### src/rtl/adc_sample_sequencer.sv
// adc_sample_sequencer
// Schedules conversions on a 12-bit SPI ADC interface core. Periodic or
// one-shot triggers start the start/busy handshake. Each result is captured,
// and optionally boxcar-averaged over 2^AVG_LOG2 samples. A timeout guards
// against a core that never answers.
module adc_sample_sequencer #(
  parameter int PERIOD   = 10000,
  parameter int AVG_LOG2 = 2,
  parameter int TIMEOUT  = 4096,
  parameter int SYNC     = 2
) (
  input  logic        clk,
  input  logic        rst,
  input  logic        enable,
  input  logic        oneshot,
  output logic        adc_start,
  input  logic        adc_busy,
  input  logic        adc_new_data,
  input  logic [11:0] adc_data,
  output logic [11:0] sample,
  output logic        sample_valid,
  output logic [11:0] avg,
  output logic        avg_valid,
  output logic        overrun,
  output logic        timeout_err,
  output logic        active
);

  localparam int PCNT_W = (PERIOD > 2) ? $clog2(PERIOD) : 1;
  localparam int TCNT_W = (TIMEOUT > 2) ? $clog2(TIMEOUT) : 1;
  localparam int ACC_W  = 12 + AVG_LOG2;
  // A zero-width sample counter is not legal, so n keeps at least one bit.
  // The wrap is detected against N_LAST instead of by natural overflow.
  localparam int N_W    = (AVG_LOG2 > 0) ? AVG_LOG2 : 1;
  localparam logic [N_W-1:0] N_LAST = N_W'((1 << AVG_LOG2) - 1);

  typedef enum logic [2:0] {
    S_IDLE,
    S_REQ,
    S_CONV,
    S_ACCUM,
    S_DRAIN
  } state_t;

  state_t              state, state_next;
  logic [SYNC-1:0]     busy_sync, nd_sync;
  logic                busy_s, nd_s, nd_s_d1, nd_rise;
  logic [PCNT_W-1:0]   pcnt;
  logic [TCNT_W-1:0]   tcnt;
  logic                tick, trigger, tmo;
  logic                start_next, capture, abort;
  logic                acc_en, enable_d1, acc_clear;
  logic [ACC_W-1:0]    acc, acc_base, acc_sum;
  logic [N_W-1:0]      n, n_base;

  assign busy_s  = busy_sync[SYNC-1];
  assign nd_s    = nd_sync[SYNC-1];
  assign nd_rise = nd_s & ~nd_s_d1;
  assign tick    = enable && (pcnt == PCNT_W'(PERIOD - 1));
  assign trigger = tick | oneshot;
  assign tmo     = (tcnt == TCNT_W'(TIMEOUT - 1));
  assign active  = (state != S_IDLE);

  // Bring the slow-domain busy/new_data levels into clk before any decision uses them.
  always_ff @(posedge clk or posedge rst) begin
    if (rst) begin
      busy_sync <= '0;
      nd_sync   <= '0;
      nd_s_d1   <= 1'b0;
    end else begin
      // NOTE: sequential state uses non-blocking assignments so every flop samples pre-edge values.
      busy_sync <= {busy_sync[SYNC-2:0], adc_busy};
      nd_sync   <= {nd_sync[SYNC-2:0], adc_new_data};
      nd_s_d1   <= nd_s;
    end
  end

  // Free-running period counter; parked at zero while triggering is disabled.
  always_ff @(posedge clk or posedge rst) begin
    if (rst)                               pcnt <= '0;
    else if (!enable)                      pcnt <= '0;
    else if (pcnt == PCNT_W'(PERIOD - 1))  pcnt <= '0;
    else                                   pcnt <= pcnt + PCNT_W'(1);
  end

  // Timeout counter: zeroed in IDLE, frozen in ACCUM and at its terminal value.
  always_ff @(posedge clk or posedge rst) begin
    if (rst)                             tcnt <= '0;
    else if (state == S_IDLE)            tcnt <= '0;
    else if (state != S_ACCUM && !tmo)   tcnt <= tcnt + TCNT_W'(1);
  end

  // State register.
  always_ff @(posedge clk or posedge rst) begin
    if (rst) state <= S_IDLE;
    else     state <= state_next;
  end

  // Next-state logic with the capture/abort strobes it implies.
  always_comb begin
    // NOTE: every output of this block gets a default first, so no path can infer a latch.
    state_next = state;
    capture    = 1'b0;
    abort      = 1'b0;
    case (state)
      S_IDLE:  if (trigger) state_next = S_REQ;
      S_REQ: begin
        if (tmo) begin
          abort      = 1'b1;
          state_next = S_IDLE;
        end else if (busy_s) begin
          state_next = S_CONV;
        end
      end
      S_CONV: begin
        if (tmo) begin
          abort      = 1'b1;
          state_next = S_IDLE;
        end else if (nd_rise) begin
          capture    = 1'b1;
          state_next = S_ACCUM;
        end
      end
      S_ACCUM: state_next = S_DRAIN;
      S_DRAIN: begin
        // The sample is already delivered, so a core that has gone idle
        // completes normally even if the timeout hits in the same cycle.
        if (!busy_s) begin
          state_next = S_IDLE;
        end else if (tmo) begin
          abort      = 1'b1;
          state_next = S_IDLE;
        end
      end
      default: state_next = S_IDLE;
    endcase
    // The core samples start on its slow clock, so start is held for the whole of REQ.
    start_next = (state_next == S_REQ);
  end

  // When enable falls, a partial average is discarded. An add landing
  // in that same cycle starts from an empty accumulator.
  assign acc_clear = enable_d1 & ~enable;
  assign acc_base  = acc_clear ? '0 : acc;
  assign n_base    = acc_clear ? '0 : n;
  assign acc_sum   = acc_base + ACC_W'(sample);

  // Registered outputs, result capture and boxcar accumulation.
  always_ff @(posedge clk or posedge rst) begin
    if (rst) begin
      adc_start    <= 1'b0;
      sample       <= '0;
      sample_valid <= 1'b0;
      avg          <= '0;
      avg_valid    <= 1'b0;
      overrun      <= 1'b0;
      timeout_err  <= 1'b0;
      acc_en       <= 1'b0;
      enable_d1    <= 1'b0;
      acc          <= '0;
      n            <= '0;
    end else begin
      adc_start    <= start_next;
      sample_valid <= capture;
      timeout_err  <= abort;
      overrun      <= tick && (state != S_IDLE);
      avg_valid    <= 1'b0;
      enable_d1    <= enable;
      if (capture) sample <= adc_data;
      if (state == S_IDLE && trigger) acc_en <= enable;
      if (state == S_ACCUM && acc_en) begin
        if (n_base == N_LAST) begin
          avg       <= acc_sum[ACC_W-1:AVG_LOG2];
          avg_valid <= 1'b1;
          acc       <= '0;
          n         <= '0;
        end else begin
          acc <= acc_sum;
          n   <= n_base + N_W'(1);
        end
      end else if (acc_clear) begin
        acc <= '0;
        n   <= '0;
      end
    end
  end

endmodule

### config.mk
export PLATFORM = sky130hd
export DESIGN_NAME = adc_sample_sequencer
export DESIGN_NICKNAME = d
export VERILOG_FILES = /design/src/rtl/adc_sample_sequencer.sv
export SDC_FILE = /design/constraint.sdc
export NUM_CORES = 1
export LEC_CHECK = 0
export ABC_AREA = 1
export CORE_MARGIN = 2
export CORE_UTILIZATION = 40
export DETAILED_ROUTE_END_ITERATION = 8
export PLACE_DENSITY = 0.61
export SETUP_SLACK_MARGIN = 0.3
export SLEW_MARGIN = 5
export SYNTH_ARGS = -nofsm -noshare
export SYNTH_HDL_FRONTEND = slang
export SYNTH_SLANG_ARGS = --single-unit
### constraint.sdc
create_clock -name clk -period 3 [get_ports clk]
set_input_delay 0.3 -clock clk [delete_from_list [all_inputs] [get_ports clk]]
set_output_delay 0.3 -clock clk [all_outputs]
set_load 0.005 [all_outputs]
* Word level (Yosys, flattened, before mapping)
Cells that the tools add are included.
Word-level totals: flip-flop bits (word level) 81, bits of input ports 18, output and inout bits 30
Operators by class: add/subtract/negate cells 4, eq/ne operators 9, multiplexer cells 26, bitwise logic cells 5, reduce and logical (&&, ||, !) cells 11
Operators with widths (number):
- 14-bit two-way mux | 5
- 12-bit two-way mux | 2
- 3-bit two-way mux | 7
- 3-bit one-hot mux with 5 select lines | 1
- 14-bit by 1-bit adder with 14-bit output, second input constant | 1
- 14-bit by 12-bit adder with 14-bit output | 1
- 14-bit == test, second input constant | 1
- 12-bit by 1-bit adder with 12-bit output, second input constant | 1
- 12-bit == test, second input constant | 1
- 1-bit two-way mux | 7
- 3-bit by 1-bit == test with 1-bit output, second input constant | 2
- 3-bit by 2-bit == test with 1-bit output, second input constant | 2
- 2-bit two-way mux | 3
- 1-bit logical AND | 5
- 3-bit == test, second input constant | 1
- 3-bit logical NOT | 1
- 3-bit by 2-bit != test with 1-bit output, second input constant | 1
- 3-bit nonzero test | 1
- 2-bit by 1-bit adder with 2-bit output, second input constant | 1
- 1-bit AND | 2
- 2-bit == test, second input constant | 1
- 1-bit inverter | 2
- 1-bit one-hot mux with 2 select lines | 1
- 2-bit AND reduction | 1
- 4 further kinds | 4

* Longest topological paths before layout
depth after elaboration 6, mapped depth 16, depth with buffers taken out 15

* Worst setup path before layout
Ideal clock, no wire load.
path type reg2reg, start point register enable_d1, end point register avg[4], library setup time 0.117 ns, arrival 2.025 ns, setup slack 0.857 ns, cell stages (with the launch flop) 13, cells stage by stage dfrtp_1 -> inv_1 -> nor2_1 -> clkbuf_1 -> nor2_1 -> ha_1 -> a21oi_1 -> o21ai_1 -> nand2_1 -> nand2_1 -> or2_2 -> nand3_1 -> nand2_1
On the way: longest elaborated chain between the ends 4
RTL lines:
- start, declared | line 52 | logic acc_en, enable_d1, acc_clear;
- start signal, assigned | line 168 | enable_d1 <= enable;
- 1-bit AND * | line 143 | assign acc_clear = enable_d1 & ~enable;
- parallel branches: the longest is 3 deep, another holds 14-bit by 12-bit adder with 14-bit output
- end signal, assigned | line 173 | avg <= acc_sum[ACC_W-1:AVG_LOG2];
- end, declared | line 22 | output logic [11:0] avg,
Mark *: on every way between the ends. A chain may end at the register's enable or synchronous reset.

* Final worst setup path
start point input enable, end point register acc[8]
On the way: longest elaborated chain between the ends 6
RTL lines:
- start, declared | line 14 | input logic enable,
- 1-bit inverter * | line 143
- 1-bit AND * | line 143
- 14-bit two-way mux / 2-bit two-way mux (equally long branches)
- 14-bit by 12-bit adder with 14-bit output / 2-bit == test (equally long branches) | line 146, 172
- 14-bit two-way mux | line 172 | if (n_base == N_LAST) begin
- 14-bit two-way mux * | line 171 | if (state == S_ACCUM && acc_en) begin
- end signal, assigned | line 178 | acc <= acc_sum;
- end, declared | line 53 | logic [ACC_W-1:0] acc, acc_base, acc_sum;
Mark *: on every way between the ends. The rest lies on a longest branch, timed or not.

==> flow_summary.yaml <==
synth:
  yosysTopAreaCell: "dfrtp_1"
  synth_xor_area_share_pct: 2.19
  async_flop_share_pct: 100
  synth_top_family_by_area: "simple AND/OR/NAND/NOR gates"
  synth.distinct_cells: 41
  ys_ff_latch: 81
  synth_ff_type: "dfrtp_1"
  yosysWarnings: 0
  syn_nets: 613
  synthMuxAreaShare_pct: 0
  syn_avg_cell_area_um2: 7.61
  synthSimpleGateAreaFrac_pct: 34.4
  synth_area_leaders: "dfrtp_1 (46%), nand2_1 (17%), inv_1 (6.0%)"
  synthAdderAreaFrac_pct: 4.71
  synth_edf_count: 0
  synth_compound_area_share_pct: 4.71
  syn_inst: 579
  netlist.area_leader.share_pct: 46.0
  netlist_area_um2: 4410
  yosysSeqAreaShare_pct: 46.0
clock_network:
  root_buffer: "clkbuf_8"
  cts-htree-levels: 3
  hold_buffers: 0
  clockBufferDepth: 2
  clkTransAtPathRegs_ns: 0.07
  cts_setup_buffers: 0
  cts_buffers: 9
  cts_resized: 0
  clock_latency_ns: 0.36
  cts_sinks: 81
  cts_tree: "built"
sta:
  finalSetupViolations: 0
  finalCriticalPeriod_ns: 2.37
  finalHoldViolations: 0
  finalClockSkew_ns: 0.0122
  hold_ws_ns: 0.338
  worstMarginPinSlew_ns: 0.673
  fin_tns_setup_ns: 0
  fmax_mhz: 423
  final-max-slew-violation-count: 0
  setup_ws_ns: 0.634
  max_slew_margin_pct: 55.1
  period_share_pct: 78.9
  rsz0062_at_grt: "no"
placement:
  dp_slack_ns: 0.304
  placed_area_um2: 5060
  dp_hpwl_um: 7370
  dp_cells: 763
  portBuffers: 47
  place_congestion: 0.948
cells_and_area:
  ff_latch_area_um2: 2030
  antennaDiodeCount: 0
  layout_commonest_cell: "nand2_1"
  multi_input_area_um2: 2030
  final_core_util_pct: 48.8
  syn2layout_area_growth_pct: 19.5
  mostFrequentLayoutCells: "nand2_1 (197), dfrtp_1 (81), inv_1 (70)"
  stdcell_count: 778
  drive_gt1_share_pct: 7.68
  layout.nets: 668
  n_fill_cell: 1062
  fin_area_um2: 5270
critical_path:
  startpoint: "enable"
  r2r_start: "enable_d1$_DFF_PP0_"
  ff2ff_setup_slack_ns: 0.65
  crit_arrival_ns: 2.62
  crit_fanout: 12
  worstSetupPathType: "primary input to flip-flop"
  cp.required_ns: 3.25
  worst_setup_path_end_kind: "flip-flop"
  worstSetupStartpointType: "primary input"
  reg2reg_depth: 11
  r2r_end: "acc[8]$_DFF_PP0_"
power_and_ir_drop:
  seq_power_share_pct: 38.5
  finalPower_mw: 3.63
  powerDensity_nw_per_um2: 688
  pwr-share-clk_pct: 23.8
  switching_share_pct: 36.9
  leakage_nw: 2.65
  p_switching_mw: 1.34
  intPower_mw: 2.29
  comb_power_share_pct: 37.7
  worst_ir_drop_vdd_mv: 0.328
flow_run:
  maxCapViolCount: 0
die:
  core_area_um2: 10800
  die_w_um: 109
  dieArea_um2: 11900
  ios: 48
  row_count: 38
  dieHeight_um: 109
  initial_core_util_pct: 40.8
route:
  drc_errors: 0
  drt_iter0_drc: 165
  wl_per_cell_um: 12.8
  routed_via_density: 4.84
  routed_wl_um: 9980
  dr.pass1.iters: 4
  antenna_left: 0
  vias: 3765
worst_hold_path:
  hold_path.class: "primary input to async pin"
global_routing:
  grt_max_degree: 46
  grt_usage_pct: 18.5
  grt_pass1_vias: 3594
  overflow: 0
  grt_first_pass_wirelength_um: 16900
  antenna_found_initial: 0
run_status:
  status: "finished clean"
[metal layers]
| layer | wire [µm] | share of wire (%) | track usage (%) |
|---|---|---|---|
| met5 | 0 | 0 | 0 |
| met4 | 160 | 1.6 | 6.32 |
| met3 | 439 | 4.4 | 3.89 |
| met2 | 4390 | 44 | 27.7 |
| met1 | 4980 | 50 | 26.5 |
[critical path, cell delays in order]
cell and delay [ns]:
clkdlybuf4s50_1 0.50, nor2_1 0.07, buf_4 0.19, nor2_1 0.14, inv_1 0.09, fa_1 0.44
o21ai_1 0.42, a21oi_1 0.14, nand2b_1 0.19, nand3_1 0.07, nand2_1 0.06
[cell usage after synthesis (2+ instances only)]
cell type,count
a22o_1,2
nand3b_1,3
xnor2_1,6
nor3_1,4
clkbuf_1,3
or2_2,4
nand2_2,4
o21ai_0,15
nand4_1,16
a21oi_1,8
buf_4,2
a21o_1,2
nand2_1,197
inv_2,7
a31o_2,3
ha_1,15
xor2_1,5
nor2_4,3
inv_1,71
nor3b_1,3
dfrtp_1,81
nor2_1,63
nand3_1,42
buf_2,3
[area by class of cell]
cell class                      instances  share of cell area (%)
Inverter                               79                    5.68
Timing Repair Buffer                   53                    10.0
Clock buffer                           10                    2.42
Tap cell                              140                    3.33
Clock inverter                          5                    1.54
Multi-Input combinational cell        410                    38.5
Sequential cell                        81                    38.5
[worst max-delay path by stage]
stage,to,slack (ns),cells past startpoint
floorplan,acc[0]$_DFF_PP0_,0.62,1
global placement,acc[8]$_DFF_PP0_,0.36,11
detailed placement,acc[12]$_DFF_PP0_,0.30,12
CTS,acc[8]$_DFF_PP0_,0.68,11
global route,avg[10]$_DFFE_PP0P_,0.40,12
finish,acc[8]$_DFF_PP0_,0.63,11
[state kept, by name (all words and copies together) (netlist names), 2 cells and up]
signal     flops
sample        12
tcnt          12
nd_sync        2
avg           12
pcnt          14
state          3
busy_sync      2
acc           14
n              2
[power by group through the flow]
stage                     clock (mW)  combinational [mW]  sequential [mW]
final                          0.862                1.37             1.40
after global routing           0.940                1.56             1.42
after CTS                      0.897                1.37             1.40
after detailed placement           0                1.36             1.42
after global placement             0                1.34             1.41
after floorplan                    0               0.917             1.38
[cell families (layout without fill, tap and decap cells)]
family,after synthesis,in the layout
AO/OA/AOI/OAI,35,35
flip-flops,81,81
AND/OR/NAND/NOR,348,348
XOR/XNOR,11,11
adder cells (fa/ha/maj),16,16
buffers and inverters,88,147
(Power assumes the default switching activity.)
